===== config.mk =====
export PLATFORM = sky130hd
export DESIGN_NAME = rnd_arbiter
export DESIGN_NICKNAME = d
export VERILOG_FILES = /design/src/rtl/rnd_arbiter.sv
export SDC_FILE = /design/constraint.sdc
export NUM_CORES = 1
export LEC_CHECK = 0
export CAP_MARGIN = 25
export CORE_MARGIN = 3
export CORE_UTILIZATION = 50
export CTS_BUF_LIST = sky130_fd_sc_hd__clkbuf_4
export CTS_CLUSTER_SIZE = 28
export DETAILED_ROUTE_END_ITERATION = 16
export DONT_BUFFER_PORTS = 1
export PLACE_DENSITY = 0.63
export SETUP_SLACK_MARGIN = 0.3
export SYNTH_ARGS = -nofsm -noshare
export SYNTH_HDL_FRONTEND = slang
export SYNTH_SLANG_ARGS = --single-unit

===== constraint.sdc =====
create_clock -name clk -period 5.8 [get_ports clk]
set_input_delay 0 -clock clk [delete_from_list [all_inputs] [get_ports clk]]
set_output_delay 0 -clock clk [all_outputs]
set_load 0.05 [all_outputs]

===== src/rtl/rnd_arbiter.sv =====
// rnd_arbiter: shared random-number server for the voice bank.
// NUM_REQ requesters contend round-robin for one 32-bit LFSR. Each transaction
// steps the LFSR WIDTH times and hands the low WIDTH bits to the winner together
// with a one-cycle grant pulse. A seed strobe reseeds the LFSR at any time.
//
// Ports:
//   clk        system clock, rising edge
//   rst_n      asynchronous active-low reset
//   req        per-requester request level, held until the matching gnt bit
//   seed_load  single-cycle strobe loading seed_val into the LFSR
//   seed_val   new LFSR seed (zero is replaced by INIT_VAL)
//   gnt        one-hot grant pulse, one cycle long
//   rnd_out    random word, valid while rnd_valid is high, held afterwards
//   rnd_valid  high for exactly the grant cycle
//   busy       high while filling or granting
module rnd_arbiter #(
   parameter int unsigned NUM_REQ  = 8,
   parameter int unsigned WIDTH    = 8,
   parameter logic [31:0] INIT_VAL = 32'h12345678
) (
   input  logic               clk,
   input  logic               rst_n,
   input  logic [NUM_REQ-1:0] req,
   input  logic               seed_load,
   input  logic [31:0]        seed_val,
   output logic [NUM_REQ-1:0] gnt,
   output logic [WIDTH-1:0]   rnd_out,
   output logic               rnd_valid,
   output logic               busy
);

   localparam int unsigned IdxW = (NUM_REQ > 1) ? $clog2(NUM_REQ) : 1;
   localparam int unsigned CntW = $clog2(WIDTH + 1);

   typedef enum logic [1:0] {StIdle, StFill, StGrant} state_e;

   state_e             state_q;
   logic [31:0]        lfsr_q;
   logic [IdxW-1:0]    rr_ptr_q;
   logic [IdxW-1:0]    winner_q;
   logic [CntW-1:0]    fill_cnt_q;
   logic [NUM_REQ-1:0] gnt_q;
   logic [WIDTH-1:0]   rnd_out_q;
   logic               rnd_valid_q;
   logic               busy_q;

   logic [31:0]        lfsr_step;
   logic [IdxW-1:0]    pick_idx;
   logic               pick_found;

   assign lfsr_step = {lfsr_q[30:0], lfsr_q[30] ^ lfsr_q[27]};

   // Round-robin search: first set req bit strictly after rr_ptr, wrapping.
   always_comb begin
      int unsigned     cand;
      logic [IdxW-1:0] idx;
      pick_found = 1'b0;
      pick_idx   = rr_ptr_q;
      for (int unsigned k = 1; k <= NUM_REQ; k++) begin
         cand = (32'(rr_ptr_q) + k) % NUM_REQ;
         idx  = IdxW'(cand);
         if (!pick_found && req[idx]) begin
            pick_found = 1'b1;
            pick_idx   = idx;
         end
      end
   end

   always_ff @(posedge clk or negedge rst_n) begin
      if (!rst_n) begin
         state_q     <= StIdle;
         lfsr_q      <= INIT_VAL;
         rr_ptr_q    <= IdxW'(NUM_REQ - 1);
         winner_q    <= '0;
         fill_cnt_q  <= '0;
         gnt_q       <= '0;
         rnd_out_q   <= '0;
         rnd_valid_q <= 1'b0;
         busy_q      <= 1'b0;
      end else begin
         // Grant and valid are single-cycle pulses by default.
         gnt_q       <= '0;
         rnd_valid_q <= 1'b0;
         if (seed_load) begin
            // Reseed wins over everything; an in-flight fill is dropped.
            lfsr_q  <= (seed_val == 32'd0) ? INIT_VAL : seed_val;
            state_q <= StIdle;
            busy_q  <= 1'b0;
         end else begin
            unique case (state_q)
               StIdle: begin
                  if (pick_found) begin
                     winner_q   <= pick_idx;
                     fill_cnt_q <= '0;
                     state_q    <= StFill;
                     busy_q     <= 1'b1;
                  end
               end
               StFill: begin
                  lfsr_q     <= lfsr_step;
                  fill_cnt_q <= fill_cnt_q + CntW'(1);
                  if (fill_cnt_q == CntW'(WIDTH - 1)) begin
                     if (req[winner_q]) begin
                        state_q         <= StGrant;
                        gnt_q[winner_q] <= 1'b1;
                        rnd_valid_q     <= 1'b1;
                        rnd_out_q       <= lfsr_step[WIDTH-1:0];
                        rr_ptr_q        <= winner_q;
                     end else begin
                        // Requester gave up: no grant, fairness pointer untouched.
                        state_q <= StIdle;
                        busy_q  <= 1'b0;
                     end
                  end
               end
               StGrant: begin
                  state_q <= StIdle;
                  busy_q  <= 1'b0;
               end
               default: begin
                  state_q <= StIdle;
                  busy_q  <= 1'b0;
               end
            endcase
         end
      end
   end

   assign gnt       = gnt_q;
   assign rnd_out   = rnd_out_q;
   assign rnd_valid = rnd_valid_q;
   assign busy      = busy_q;

endmodule


==> out/qor.log <==
INFO  pwr            power-per-cell-area=257mW/mm2
INFO  clock_network  tritoncts_clock_tree=built
INFO  synth          synth-seq-cells=61
INFO  setup_path     timing.setup.critical_path_class=reg -> reg
INFO  timing         worstMarginPinSlew=1.03ns
INFO  floorplanning  core=0.00737mm2
INFO  place          place_area=0.00387mm2
INFO  pwr            irDropWorstVdd=0.000209V
INFO  clock_network  cts_inserted_buffers=9
INFO  setup_path     r2r_slack=1.50ns
INFO  floorplanning  std_cell_rows=31
INFO  place          post-dp-hpwl=6.09mm
INFO  drt            finalWirelength=10.3mm
INFO  timing         max_slew_headroom_at_the_worst_pin=0.309
INFO  timing         post-route-period-util=0.742
INFO  floorplanning  dieArea=0.00881mm2
INFO  floorplanning  floorplan.io_pins=61
INFO  global_routing grt.total_usage=0.248
INFO  clock_network  clock_latency_late_sink=0.39ns
INFO  final_layout   area_growth=25.6%
INFO  clock_network  cts_num_sinks=61
INFO  final_layout   diodes=0
INFO  timing         skew=0.0141ns
INFO  final_layout   post_route_cells_drive_above_1_share=0.204
INFO  clock_network  clkSlewWorstSetupHoldPaths=0.11ns
INFO  synth          synth_seq_area_share=0.401
INFO  drt            route.vias.total=3226
INFO  synth          synthesis.instances=364
INFO  setup_path     timing.critical_path.fanout_max=21
INFO  timing         finalCriticalPeriod=4.30ns
INFO  global_routing grt_start_max_net_pins=62
INFO  synth          net_count_of_the_mapped_netlist=410
INFO  synth          post_synth_instance_area=0.00386mm2
INFO  setup_path     setup.worst_path.start=rr_ptr_q[0]
INFO  final_layout   final_cell_mix=79 x dlygate4sd3_1, 45 x nand2_1, 45 x dfrtp_1, 33 x o21ai_0, 32 x mux2i_1
INFO  drt            drt.antenna.violating_nets=0
INFO  drt            drt_drc_violations_left=0
INFO  global_routing grt_pass1_vias=3415
INFO  timing         hold_viol_final=0
INFO  setup_path     worst_endpoint_required_time=6.08ns
INFO  synth          yosys_most_used_dff=dfrtp_1
INFO  synth          syn_avg_cell_area=10.6um2
INFO  synth          synth_cell_types=61
INFO  global_routing grt_overflow=0
INFO  pwr            total_leakage_power=1.98nW
INFO  final_layout   layout.nets=472
INFO  drt            drt-wirelength-per-cell=19.4um
INFO  final_layout   final_area=0.00484mm2
INFO  synth          fraction_of_synthesis_flops_using_an_asynchronous_set_or_reset_pin=1.00
INFO  floorplanning  floorplan.die.height=93.8um
INFO  synth          yosysWarningCount=0
INFO  setup_path     critPathLaunchType=flip-flop
INFO  setup_path     reg2reg_to=winner_q[0]
INFO  place          final_weighted_congestion_in_routability_driven_placement=0.915
INFO  setup_path     worstSetupEndpointType=flip-flop
INFO  timing         fmax=0.232GHz
INFO  timing         total_negative_setup_slacks=0ns
INFO  synth          synth_edf_count=0
INFO  floorplanning  initial_core_util=0.523
INFO  final_layout   layout_commonest_cell=dlygate4sd3_1
INFO  clock_network  cts-htree-levels=3
INFO  clock_network  cts_root_buffer=clkbuf_4
INFO  global_routing grt_antenna_before_repair=0
INFO  drt            drt-initial-drc-count=187
INFO  flow_run       maxCapViolCount=0
INFO  setup_path     ff_to_ff_start=rr_ptr_q[0]
INFO  drt            route.detailed.vias_per_inst=6.09
INFO  timing         rsz0062_at_grt=no
INFO  setup_path     reg2regPathDepth=8
INFO  floorplanning  fp.dieW=93.8um
INFO  timing         number_of_max_slew_violations_in_the_final_report=0
INFO  clock_network  post_cts_resized=0
INFO  drt            drt_first_pass_iters=8
INFO  global_routing grt_first_pass_wirelength=17.0mm
INFO  timing         timing.final.setup_violations=0
INFO  clock_network  postCtsSetupBuffers=0
INFO  setup_path     crit_arrival=4.58ns
INFO  place          portBuffers=0
INFO  setup_path     worst_setup_path_endpoint=winner_q[0]
INFO  final_layout   final.fill_count=563
INFO  clock_network  clk_path_buf_depth=2
INFO  run_status     outcome=finished, final reports clean
INFO  worst_hold_path hold_removal_path_class=in -> async
[through the flow]
step | power [mW] | util | hold WS [ns] | setup WS [ns] | instances
after floorplan | 0.815 | - | -0.296 | 2.42 | 364
after global placement | 0.856 | 0.524 | -0.293 | 1.66 | 432
after detailed placement | 0.863 | 0.525 | -0.293 | 1.50 | 433
after CTS | 1.24 | 0.657 | 0.111 | 1.49 | 530
after global routing | 1.32 | 0.657 | 0.142 | 1.16 | 530
final | 1.24 | 0.657 | 0.124 | 1.50 | 530
[timing repair]
| action | CTS | global route |
|---|---|---|
| setup endpoints to repair | 0 | 0 |
| hold buffers | 81 | 0 |
| endpoints found under the hold margin | 102 | 0 |
[where the power goes]
part	switching (mW)	internal, mW
sequential	0.0754	0.484
clock	0.154	0.139
combinational	0.170	0.220
total	0.399	0.844
[state kept, by name, summed over array words and instances (netlist names)]
| name | count |
|---|---|
| rnd_valid | 1 |
| lfsr_q | 31 |
| fill_cnt_q | 4 |
| gnt | 8 |
| rnd_out | 8 |
| busy | 1 |
| rr_ptr_q | 3 |
| winner_q | 3 |
| state_q | 2 |
[cells in the mapped netlist, drive strengths merged (4+ instances only)]
library cell  number  area share
o22a              13       0.030
nand3              5      0.0065
a21oi              7      0.0091
nand2             46       0.045
buf               11       0.015
mux2              28       0.082
nor3               4      0.0052
nor3b              4      0.0078
mux2i             36       0.097
o21ai             35       0.046
xnor2              4       0.011
dfrtp             45        0.29
mux4              14       0.083
nor2              11       0.011
nor4               8       0.013
dfstp             16        0.11
inv                8      0.0078
clkbuf            21       0.020
[cell families after synthesis]
logic type               synth area share
AND/OR/NAND/NOR                     0.113
AO/OA/AOI/OAI                       0.156
multiplexers                        0.262
flip-flops                          0.401
buffers and inverters              0.0435
XOR/XNOR                           0.0152
adder cells (fa/ha/maj)           0.00973
[area by class of cell]
type | count | area (um2) | share of cell area
flip-flops and latches | 61 | 1550 | 0.319
well taps | 99 | 124 | 0.0256
multi-input cells | 263 | 2150 | 0.444
inverters | 8 | 30.0 | 0.00620
clock buffers | 11 | 82.6 | 0.0170
clock inverters | 5 | 52.6 | 0.0108
repair buffers | 83 | 857 | 0.177
[worst min path at each step]
stage                   start            end
detailed placement      rst_n     rnd_out[6]
global route            rst_n  fill_cnt_q[2]
finish                  rst_n  fill_cnt_q[3]
CTS                 seed_load           busy
global placement        rst_n  fill_cnt_q[2]
floorplan               rst_n           busy
[worst max-delay path, stage by stage (launching register included)]
cell and delay [ns]:
dfstp_2 0.89, inv_1 0.29, ha_1 0.95, mux4_2 0.65
mux2i_2 0.35, nand2_1 0.13, or4_4 0.47, nand2_2 0.14
mux2_1 0.32
[metal layers]
layer / global-route usage / share of wire
met5: 0 / 0
met2: 0.424 / 0.51
met4: 0.108 / 0.020
met1: 0.310 / 0.42
met3: 0.0385 / 0.049
(Power assumes the default switching activity.)
